**config.mk**
```make
export PLATFORM = sky130hd
export DESIGN_NAME = vx_afu_ctrl_flat
export DESIGN_NICKNAME = d
export VERILOG_FILES = /design/src/rtl/vx_afu_ctrl_if.sv /design/src/rtl/vx_afu_ctrl.sv /design/src/flat_wrapper.sv
export SDC_FILE = /design/constraint.sdc
export NUM_CORES = 1
export LEC_CHECK = 0
export CORE_UTILIZATION = 50
export DETAILED_ROUTE_END_ITERATION = 12
export DONT_BUFFER_PORTS = 1
export PLACE_DENSITY = 0.68
export RECOVER_POWER = 25
export SYNTH_ARGS = -nofsm -noshare
export SYNTH_HDL_FRONTEND = slang
export SYNTH_SLANG_ARGS = --single-unit
```
**constraint.sdc**
```tcl
create_clock -name clk -period 2 [get_ports clk]
set_input_delay 0.1 -clock clk [delete_from_list [all_inputs] [get_ports clk]]
set_output_delay 0.1 -clock clk [all_outputs]
set_load 0.05 [all_outputs]
```
**src/rtl/vx_afu_ctrl_if.sv**
```systemverilog
// AXI4-Lite control bus between the host and the AFU control slave.
// The host side uses the master modport and the control block uses the slave modport.
interface vx_afu_ctrl_if #(
  parameter int ADDR_WIDTH = 8,
  parameter int DATA_WIDTH = 32
);
  logic                    awvalid;
  logic                    awready;
  logic [ADDR_WIDTH-1:0]   awaddr;
  logic                    wvalid;
  logic                    wready;
  logic [DATA_WIDTH-1:0]   wdata;
  logic [DATA_WIDTH/8-1:0] wstrb;
  logic                    bvalid;
  logic                    bready;
  logic [1:0]              bresp;
  logic                    arvalid;
  logic                    arready;
  logic [ADDR_WIDTH-1:0]   araddr;
  logic                    rvalid;
  logic                    rready;
  logic [DATA_WIDTH-1:0]   rdata;
  logic [1:0]              rresp;

  modport master (
    output awvalid, awaddr, wvalid, wdata, wstrb, bready, arvalid, araddr, rready,
    input  awready, wready, bvalid, bresp, arready, rvalid, rdata, rresp
  );

  modport slave (
    input  awvalid, awaddr, wvalid, wdata, wstrb, bready, arvalid, araddr, rready,
    output awready, wready, bvalid, bresp, arready, rvalid, rdata, rresp
  );
endinterface

```
**src/rtl/vx_afu_ctrl.sv**
```systemverilog
// AXI4-Lite control slave for the Vortex AFU: ap_ctrl handshake, interrupts,
// capability words and a DCR write port.
//   state   | meaning
//   WR_IDLE | awready high, waiting for a write address
//   WR_DATA | wready high, waiting for write data; the register write commits here
//   WR_RESP | bvalid high until bready
//   RD_IDLE | arready high; the AR handshake captures rdata
//   RD_DATA | rvalid high with rdata held until rready
module vx_afu_ctrl #(
  parameter int          S_AXI_ADDR_WIDTH = 8,
  parameter int          S_AXI_DATA_WIDTH = 32,
  parameter int          DCR_ADDR_WIDTH   = 12,
  parameter int          DCR_DATA_WIDTH   = 32,
  parameter logic [63:0] DEV_CAPS         = 64'h0,
  parameter logic [63:0] ISA_CAPS         = 64'h0
) (
  input  logic                      clk,
  input  logic                      reset,
  vx_afu_ctrl_if.slave              s_axi,
  output logic                      ap_reset,
  output logic                      ap_start,
  input  logic                      ap_done,
  input  logic                      ap_idle,
  input  logic                      ap_ready,
  output logic                      interrupt,
  output logic                      dcr_wr_valid,
  output logic [DCR_ADDR_WIDTH-1:0] dcr_wr_addr,
  output logic [DCR_DATA_WIDTH-1:0] dcr_wr_data
);
  localparam int IW = S_AXI_ADDR_WIDTH - 2;
  localparam int SW = S_AXI_DATA_WIDTH / 8;

  localparam logic [IW-1:0] A_CTRL     = IW'(0);
  localparam logic [IW-1:0] A_GIE      = IW'(1);
  localparam logic [IW-1:0] A_IER      = IW'(2);
  localparam logic [IW-1:0] A_ISR      = IW'(3);
  localparam logic [IW-1:0] A_DEV_LO   = IW'(4);
  localparam logic [IW-1:0] A_DEV_HI   = IW'(5);
  localparam logic [IW-1:0] A_ISA_LO   = IW'(6);
  localparam logic [IW-1:0] A_ISA_HI   = IW'(7);
  localparam logic [IW-1:0] A_DCR_ADDR = IW'(8);
  localparam logic [IW-1:0] A_DCR_DATA = IW'(9);

  typedef enum logic [1:0] {WR_IDLE, WR_DATA, WR_RESP} wr_state_e;
  typedef enum logic       {RD_IDLE, RD_DATA}          rd_state_e;

  wr_state_e                   wr_state_q;
  rd_state_e                   rd_state_q;
  logic [IW-1:0]               waddr_q;
  logic                        awready_q, wready_q, bvalid_q, arready_q, rvalid_q;
  logic [S_AXI_DATA_WIDTH-1:0] rdata_q, rdata_d;
  logic                        ap_start_q, ap_reset_q, auto_restart_q, done_q, ap_done_q;
  logic                        gie_q;
  logic [1:0]                  ier_q, isr_q, isr_d;
  logic [S_AXI_DATA_WIDTH-1:0] dcr_addr_q, dcr_addr_d;
  logic                        dcr_wr_valid_q;
  logic [DCR_ADDR_WIDTH-1:0]   dcr_wr_addr_q;
  logic [DCR_DATA_WIDTH-1:0]   dcr_wr_data_q;

  logic          wr_hs, ar_hs, wr_ctrl;
  logic [IW-1:0] rd_idx;
  logic          unused_addr_lsbs;

  assign wr_hs   = (wr_state_q == WR_DATA) && s_axi.wvalid;
  assign ar_hs   = (rd_state_q == RD_IDLE) && s_axi.arvalid;
  assign rd_idx  = s_axi.araddr[S_AXI_ADDR_WIDTH-1:2];
  assign wr_ctrl = wr_hs && (waddr_q == A_CTRL) && s_axi.wstrb[0];
  assign unused_addr_lsbs = ^{s_axi.awaddr[1:0], s_axi.araddr[1:0]};

  always_comb begin
    rdata_d = '0;
    case (rd_idx)
      A_CTRL:     rdata_d = {24'h0, auto_restart_q, 3'b000, ap_ready, ap_idle, done_q, ap_start_q};
      A_GIE:      rdata_d = {31'h0, gie_q};
      A_IER:      rdata_d = {30'h0, ier_q};
      A_ISR:      rdata_d = {30'h0, isr_q};
      A_DEV_LO:   rdata_d = DEV_CAPS[31:0];
      A_DEV_HI:   rdata_d = DEV_CAPS[63:32];
      A_ISA_LO:   rdata_d = ISA_CAPS[31:0];
      A_ISA_HI:   rdata_d = ISA_CAPS[63:32];
      A_DCR_ADDR: rdata_d = dcr_addr_q;
      default:    rdata_d = '0;
    endcase
  end

  // Status events are applied after the host toggle so a new event is never lost.
  always_comb begin
    isr_d = isr_q;
    if (wr_hs && (waddr_q == A_ISR) && s_axi.wstrb[0]) isr_d = isr_d ^ s_axi.wdata[1:0];
    if (ier_q[0] && ap_done && !ap_done_q) isr_d[0] = 1'b1;
    if (ier_q[1] && ap_start_q && ap_ready) isr_d[1] = 1'b1;
  end

  always_comb begin
    dcr_addr_d = dcr_addr_q;
    if (wr_hs && (waddr_q == A_DCR_ADDR)) begin
      for (int b = 0; b < SW; b++) begin
        if (s_axi.wstrb[b]) dcr_addr_d[8*b +: 8] = s_axi.wdata[8*b +: 8];
      end
    end
  end

  always_ff @(posedge clk) begin
    if (reset) begin
      wr_state_q     <= WR_IDLE;
      rd_state_q     <= RD_IDLE;
      waddr_q        <= '0;
      awready_q      <= 1'b1;
      wready_q       <= 1'b0;
      bvalid_q       <= 1'b0;
      arready_q      <= 1'b1;
      rvalid_q       <= 1'b0;
      rdata_q        <= '0;
      ap_start_q     <= 1'b0;
      ap_reset_q     <= 1'b0;
      auto_restart_q <= 1'b0;
      done_q         <= 1'b0;
      ap_done_q      <= 1'b0;
      gie_q          <= 1'b0;
      ier_q          <= '0;
      isr_q          <= '0;
      dcr_addr_q     <= '0;
      dcr_wr_valid_q <= 1'b0;
      dcr_wr_addr_q  <= '0;
      dcr_wr_data_q  <= '0;
    end else begin
      ap_reset_q     <= 1'b0;
      dcr_wr_valid_q <= 1'b0;
      ap_done_q      <= ap_done;

      case (wr_state_q)
        WR_IDLE: if (s_axi.awvalid) begin
          waddr_q    <= s_axi.awaddr[S_AXI_ADDR_WIDTH-1:2];
          awready_q  <= 1'b0;
          wready_q   <= 1'b1;
          wr_state_q <= WR_DATA;
        end
        WR_DATA: if (s_axi.wvalid) begin
          wready_q   <= 1'b0;
          bvalid_q   <= 1'b1;
          wr_state_q <= WR_RESP;
        end
        WR_RESP: if (s_axi.bready) begin
          bvalid_q   <= 1'b0;
          awready_q  <= 1'b1;
          wr_state_q <= WR_IDLE;
        end
        default: begin
          awready_q  <= 1'b1;
          wready_q   <= 1'b0;
          bvalid_q   <= 1'b0;
          wr_state_q <= WR_IDLE;
        end
      endcase

      case (rd_state_q)
        RD_IDLE: if (s_axi.arvalid) begin
          rdata_q    <= rdata_d;
          arready_q  <= 1'b0;
          rvalid_q   <= 1'b1;
          rd_state_q <= RD_DATA;
        end
        RD_DATA: if (s_axi.rready) begin
          rvalid_q   <= 1'b0;
          arready_q  <= 1'b1;
          rd_state_q <= RD_IDLE;
        end
        default: rd_state_q <= RD_IDLE;
      endcase

      if (wr_ctrl) begin
        auto_restart_q <= s_axi.wdata[7];
        ap_reset_q     <= s_axi.wdata[4];
      end
      if (wr_ctrl && s_axi.wdata[0]) ap_start_q <= 1'b1;
      else if (ap_start_q && ap_ready && !auto_restart_q) ap_start_q <= 1'b0;

      if (ap_done) done_q <= 1'b1;
      else if (ar_hs && (rd_idx == A_CTRL)) done_q <= 1'b0;

      if (wr_hs && (waddr_q == A_GIE) && s_axi.wstrb[0]) gie_q <= s_axi.wdata[0];
      if (wr_hs && (waddr_q == A_IER) && s_axi.wstrb[0]) ier_q <= s_axi.wdata[1:0];
      isr_q      <= isr_d;
      dcr_addr_q <= dcr_addr_d;

      if (wr_hs && (waddr_q == A_DCR_DATA)) begin
        dcr_wr_valid_q <= 1'b1;
        dcr_wr_addr_q  <= dcr_addr_q[DCR_ADDR_WIDTH-1:0];
        dcr_wr_data_q  <= s_axi.wdata[DCR_DATA_WIDTH-1:0];
      end
    end
  end

  assign s_axi.awready = awready_q;
  assign s_axi.wready  = wready_q;
  assign s_axi.bvalid  = bvalid_q;
  assign s_axi.bresp   = 2'b00;
  assign s_axi.arready = arready_q;
  assign s_axi.rvalid  = rvalid_q;
  assign s_axi.rdata   = rdata_q;
  assign s_axi.rresp   = 2'b00;

  assign ap_start     = ap_start_q;
  assign ap_reset     = ap_reset_q;
  assign interrupt    = gie_q & (|isr_q);
  assign dcr_wr_valid = dcr_wr_valid_q;
  assign dcr_wr_addr  = dcr_wr_addr_q;
  assign dcr_wr_data  = dcr_wr_data_q;
endmodule

```
**src/flat_wrapper.sv**
```systemverilog
// flat-port wrapper written by rule: the top's interface ports become plain ports
module vx_afu_ctrl_flat 
#(
  parameter int          S_AXI_ADDR_WIDTH = 8,
  parameter int          S_AXI_DATA_WIDTH = 32,
  parameter int          DCR_ADDR_WIDTH   = 12,
  parameter int          DCR_DATA_WIDTH   = 32,
  parameter logic [63:0] DEV_CAPS         = 64'h0,
  parameter logic [63:0] ISA_CAPS         = 64'h0
)
  (clk, reset, ap_reset, ap_start, ap_done, ap_idle, ap_ready, interrupt, dcr_wr_valid, dcr_wr_addr, dcr_wr_data, s_axi_awvalid, s_axi_awaddr, s_axi_wvalid, s_axi_wdata, s_axi_wstrb, s_axi_bready, s_axi_arvalid, s_axi_araddr, s_axi_rready, s_axi_awready, s_axi_wready, s_axi_bvalid, s_axi_bresp, s_axi_arready, s_axi_rvalid, s_axi_rdata, s_axi_rresp);
  vx_afu_ctrl_if #(.ADDR_WIDTH(8), .DATA_WIDTH(32)) s_axi_i ();
  input  logic clk;
  input  logic reset;
  output logic ap_reset;
  output logic ap_start;
  input  logic ap_done;
  input  logic ap_idle;
  input  logic ap_ready;
  output logic interrupt;
  output logic dcr_wr_valid;
  output logic [DCR_ADDR_WIDTH-1:0] dcr_wr_addr;
  output logic [DCR_DATA_WIDTH-1:0] dcr_wr_data;
  input wire logic [$bits(s_axi_i.awvalid)-1:0] s_axi_awvalid;
  input wire logic [$bits(s_axi_i.awaddr)-1:0] s_axi_awaddr;
  input wire logic [$bits(s_axi_i.wvalid)-1:0] s_axi_wvalid;
  input wire logic [$bits(s_axi_i.wdata)-1:0] s_axi_wdata;
  input wire logic [$bits(s_axi_i.wstrb)-1:0] s_axi_wstrb;
  input wire logic [$bits(s_axi_i.bready)-1:0] s_axi_bready;
  input wire logic [$bits(s_axi_i.arvalid)-1:0] s_axi_arvalid;
  input wire logic [$bits(s_axi_i.araddr)-1:0] s_axi_araddr;
  input wire logic [$bits(s_axi_i.rready)-1:0] s_axi_rready;
  output wire logic [$bits(s_axi_i.awready)-1:0] s_axi_awready;
  output wire logic [$bits(s_axi_i.wready)-1:0] s_axi_wready;
  output wire logic [$bits(s_axi_i.bvalid)-1:0] s_axi_bvalid;
  output wire logic [$bits(s_axi_i.bresp)-1:0] s_axi_bresp;
  output wire logic [$bits(s_axi_i.arready)-1:0] s_axi_arready;
  output wire logic [$bits(s_axi_i.rvalid)-1:0] s_axi_rvalid;
  output wire logic [$bits(s_axi_i.rdata)-1:0] s_axi_rdata;
  output wire logic [$bits(s_axi_i.rresp)-1:0] s_axi_rresp;
  assign s_axi_i.awvalid = s_axi_awvalid;
  assign s_axi_i.awaddr = s_axi_awaddr;
  assign s_axi_i.wvalid = s_axi_wvalid;
  assign s_axi_i.wdata = s_axi_wdata;
  assign s_axi_i.wstrb = s_axi_wstrb;
  assign s_axi_i.bready = s_axi_bready;
  assign s_axi_i.arvalid = s_axi_arvalid;
  assign s_axi_i.araddr = s_axi_araddr;
  assign s_axi_i.rready = s_axi_rready;
  assign s_axi_awready = s_axi_i.awready;
  assign s_axi_wready = s_axi_i.wready;
  assign s_axi_bvalid = s_axi_i.bvalid;
  assign s_axi_bresp = s_axi_i.bresp;
  assign s_axi_arready = s_axi_i.arready;
  assign s_axi_rvalid = s_axi_i.rvalid;
  assign s_axi_rdata = s_axi_i.rdata;
  assign s_axi_rresp = s_axi_i.rresp;
  vx_afu_ctrl #(.S_AXI_ADDR_WIDTH(S_AXI_ADDR_WIDTH), .S_AXI_DATA_WIDTH(S_AXI_DATA_WIDTH), .DCR_ADDR_WIDTH(DCR_ADDR_WIDTH), .DCR_DATA_WIDTH(DCR_DATA_WIDTH), .DEV_CAPS(DEV_CAPS), .ISA_CAPS(ISA_CAPS)) u_core (.clk(clk), .reset(reset), .s_axi(s_axi_i), .ap_reset(ap_reset), .ap_start(ap_start), .ap_done(ap_done), .ap_idle(ap_idle), .ap_ready(ap_ready), .interrupt(interrupt), .dcr_wr_valid(dcr_wr_valid), .dcr_wr_addr(dcr_wr_addr), .dcr_wr_data(dcr_wr_data));
endmodule
```
==> results.json <==
{
  "drc_errors": 0,
  "maxCapViolCount": 0,
  "power.density_nw_per_um2": 936,
  "synth_area_leaders": "dfxtp_1 52%, nand2b_1 8.3%, mux2i_1 8.0%",
  "yosys_warnings": 0,
  "clock_latency_ps": 520,
  "outcome": "completed",
  "synth_edf_count": 0,
  "clkTransAtPathRegs_ps": 60,
  "finalClockSkew_ps": 8.03,
  "yosys.area.top_type_share_pct": 51.9,
  "core_area_um2": 9860,
  "cts_tree": "done",
  "ios": 151,
  "grt_overflow": 0,
  "synth_cells": 529,
  "crit_type": "reg -> reg",
  "synth_top_cell_by_area": "dfxtp_1",
  "finalHoldViolations": 0,
  "arrival_ps": 2380,
  "clock-root-buffer": "clkbuf_8",
  "yosysSeqAreaShare_pct": 51.9,
  "vdd_drop_max_mv": 0.499,
  "antenna_left": 0,
  "row_count": 36,
  "worst_slack_ps": 74.6,
  "hold_class": "in -> reg",
  "syn-mean-instance-area_um2": 9.70,
  "wl_mm": 12.2,
  "place_area_um2": 5220,
  "cts.sinks": 133,
  "finalMaxSlewViolations": 0,
  "cp-end-kind": "flop",
  "grt_first_pass_wirelength_mm": 18.4,
  "synth_ff_type": "dfxtp_1",
  "h-tree-depth": 4,
  "stdcell_area_um2": 6570,
  "grt_pass1_vias": 3776,
  "cts_buffer_depth": 2,
  "num-fill-cells": 789,
  "cts_buffers": 17,
  "postCtsSetupBuffers": 0,
  "routedWlPerCell_um": 16.5,
  "max_slew_margin_pct": 53.2,
  "ys_ff_latch": 133,
  "layout.cells.non_filler": 739,
  "post-route-min-period_ps": 1930,
  "synth.distinct_cells": 38,
  "syn2layout_area_growth_pct": 28.0,
  "dieArea_um2": 10700,
  "grt_usage_pct": 23.1,
  "post-route-util_pct": 66.6,
  "die_width_um": 103,
  "viasPerCell": 5.38,
  "critPathRequiredTime_ps": 2450,
  "num_vias": 3974,
  "worst_slew_pin_slew_ps": 703,
  "drive_gt1_share_pct": 8.91,
  "setup_viol": 0,
  "insertedDiodeCount": 0,
  "drt_pass1_iterations": 4,
  "yosysMostFrequentCell": "dfxtp_1",
  "synth_common_cells": "133 x dfxtp_1, 74 x o21ai_1, 68 x nand2b_1",
  "setup_tns_ps": 0,
  "place_inst": 635,
  "grt_max_degree": 137,
  "fmax_mhz": 519,
  "start_util_pct": 52.0,
  "worstPathMaxFanout": 3,
  "numPortBuffers": 0,
  "first_iter_violations": 127,
  "grt_antenna_before_repair": 0,
  "dp_hpwl_mm": 7.25,
  "synth_area_um2": 5130,
  "min_period_over_period_pct": 96.3,
  "pre_cts_ws_ps": 395,
  "gp_congestion": 0.854,
  "num-nets-final": 656,
  "startpoint_type": "flop",
  "synthArstFlopShare_pct": 0,
  "die_h_um": 103,
  "leakage_nw": 2.57
}
==> worst paths after layout <==
kind / start / end / slack, ps / depth (start not counted)
hold reg to reg: u_core.dcr_addr_q[31] / u_core.s_axi.rdata[31] / 480 / 2
setup reg to reg: u_core.isr_q[0] / u_core.s_axi.rdata[0] / 70 / 4
setup / recovery: u_core.isr_q[0] / u_core.s_axi.rdata[0] / 70 / 4
hold / removal: s_axi_araddr[5] / u_core.s_axi.rdata[30] / 30 / 3
==> through the flow <==
stage | power, mW | hold WS (ps)
2_1_floorplan | 2.99 | 235
3_3_place_gp | 2.99 | 184
3_5_place_dp | 3.00 | 184
4_1_cts | 6.20 | 6.71
5_1_grt | 6.35 | 29.7
6_report | 6.15 | 32.2
==> cell type report <==
| type | instances | area (µm²) | share of cell area, % |
|---|---|---|---|
| timing repair buffer | 81 | 810 | 12.3 |
| inverter | 4 | 15.0 | 0.229 |
| tap | 133 | 166 | 2.53 |
| multi-input combinational | 357 | 2330 | 35.4 |
| clock inverter | 13 | 159 | 2.42 |
| clock buffer | 18 | 428 | 6.51 |
| sequential | 133 | 2670 | 40.6 |
==> critical path: stages, from the launching register on <==
cell and delay [ps]:
dfxtp_2 360, nand4b_1 100, dlygate4sd3_1 580, a311oi_2 240
dlygate4sd3_1 580
==> power by group <==
part	switching [mW]	internal, mW	total [mW]	leakage [nW]
logic	0.183	0.182	0.365	1.22
clock network	1.12	1.92	3.04	0.282
registers	0.0612	2.68	2.74	1.08
==> cell families (layout without fill, tap and decap cells) <==
| group | after synthesis | in the layout | share of synthesized area, % |
|---|---|---|---|
| simple gates | 197 | 197 | 24.5 |
| other cells | 1 | 4 | 0.0730 |
| flops | 133 | 133 | 51.9 |
| compound gates | 113 | 113 | 11.6 |
| mux | 41 | 41 | 7.99 |
| buf+inv | 42 | 116 | 3.66 |
| xor+xnor | 2 | 2 | 0.341 |
==> registers in the layout, summed over array words and instances, names as in the netlist <==
name                   flops
u_core.ap_done_q           1
u_core.ap_reset            1
u_core.ap_start            1
u_core.auto_restart_q      1
u_core.dcr_addr_q         32
u_core.dcr_wr_addr        12
u_core.dcr_wr_data        32
u_core.dcr_wr_valid        1
u_core.done_q              1
u_core.gie_q               1
u_core.ier_q               2
u_core.isr_q               2
u_core.rd_state_q          1
u_core.s_axi.arready       1
u_core.s_axi.awready       1
u_core.s_axi.bvalid        1
u_core.s_axi.rdata        32
u_core.s_axi.rvalid        1
u_core.s_axi.wready        1
u_core.waddr_q             6
u_core.wr_state_q          2
==> timing repair <==
action	in CTS	in global routing
hold buffers	73	0
endpoints found under the hold margin	133	0
endpoints found under the setup margin	0	7
resized for setup	0	7
==> layout by cell type (no fill, tap or decap), drive strengths merged, types with 5 or more instances in the layout <==
cell type    Yosys  layout
a21oi           20      20
dlygate4sd3      0      72
buf              9       6
nand3            5       5
nand3b          46      46
nor2            18      18
nand2           43      43
mux2i           41      41
clkinv           0       7
nand2b          68      68
o21ai           83      83
clkbuf          29      21
dfxtp          133     133
==> routing by layer <==
metal / global-route usage, % / wire [µm]
met5: 0 / 0
met4: 12.2 / 194
met3: 5.98 / 715
met2: 38.9 / 6130
met1: 27.2 / 5130
No activity file was read; power rests on OpenSTA's default activity.
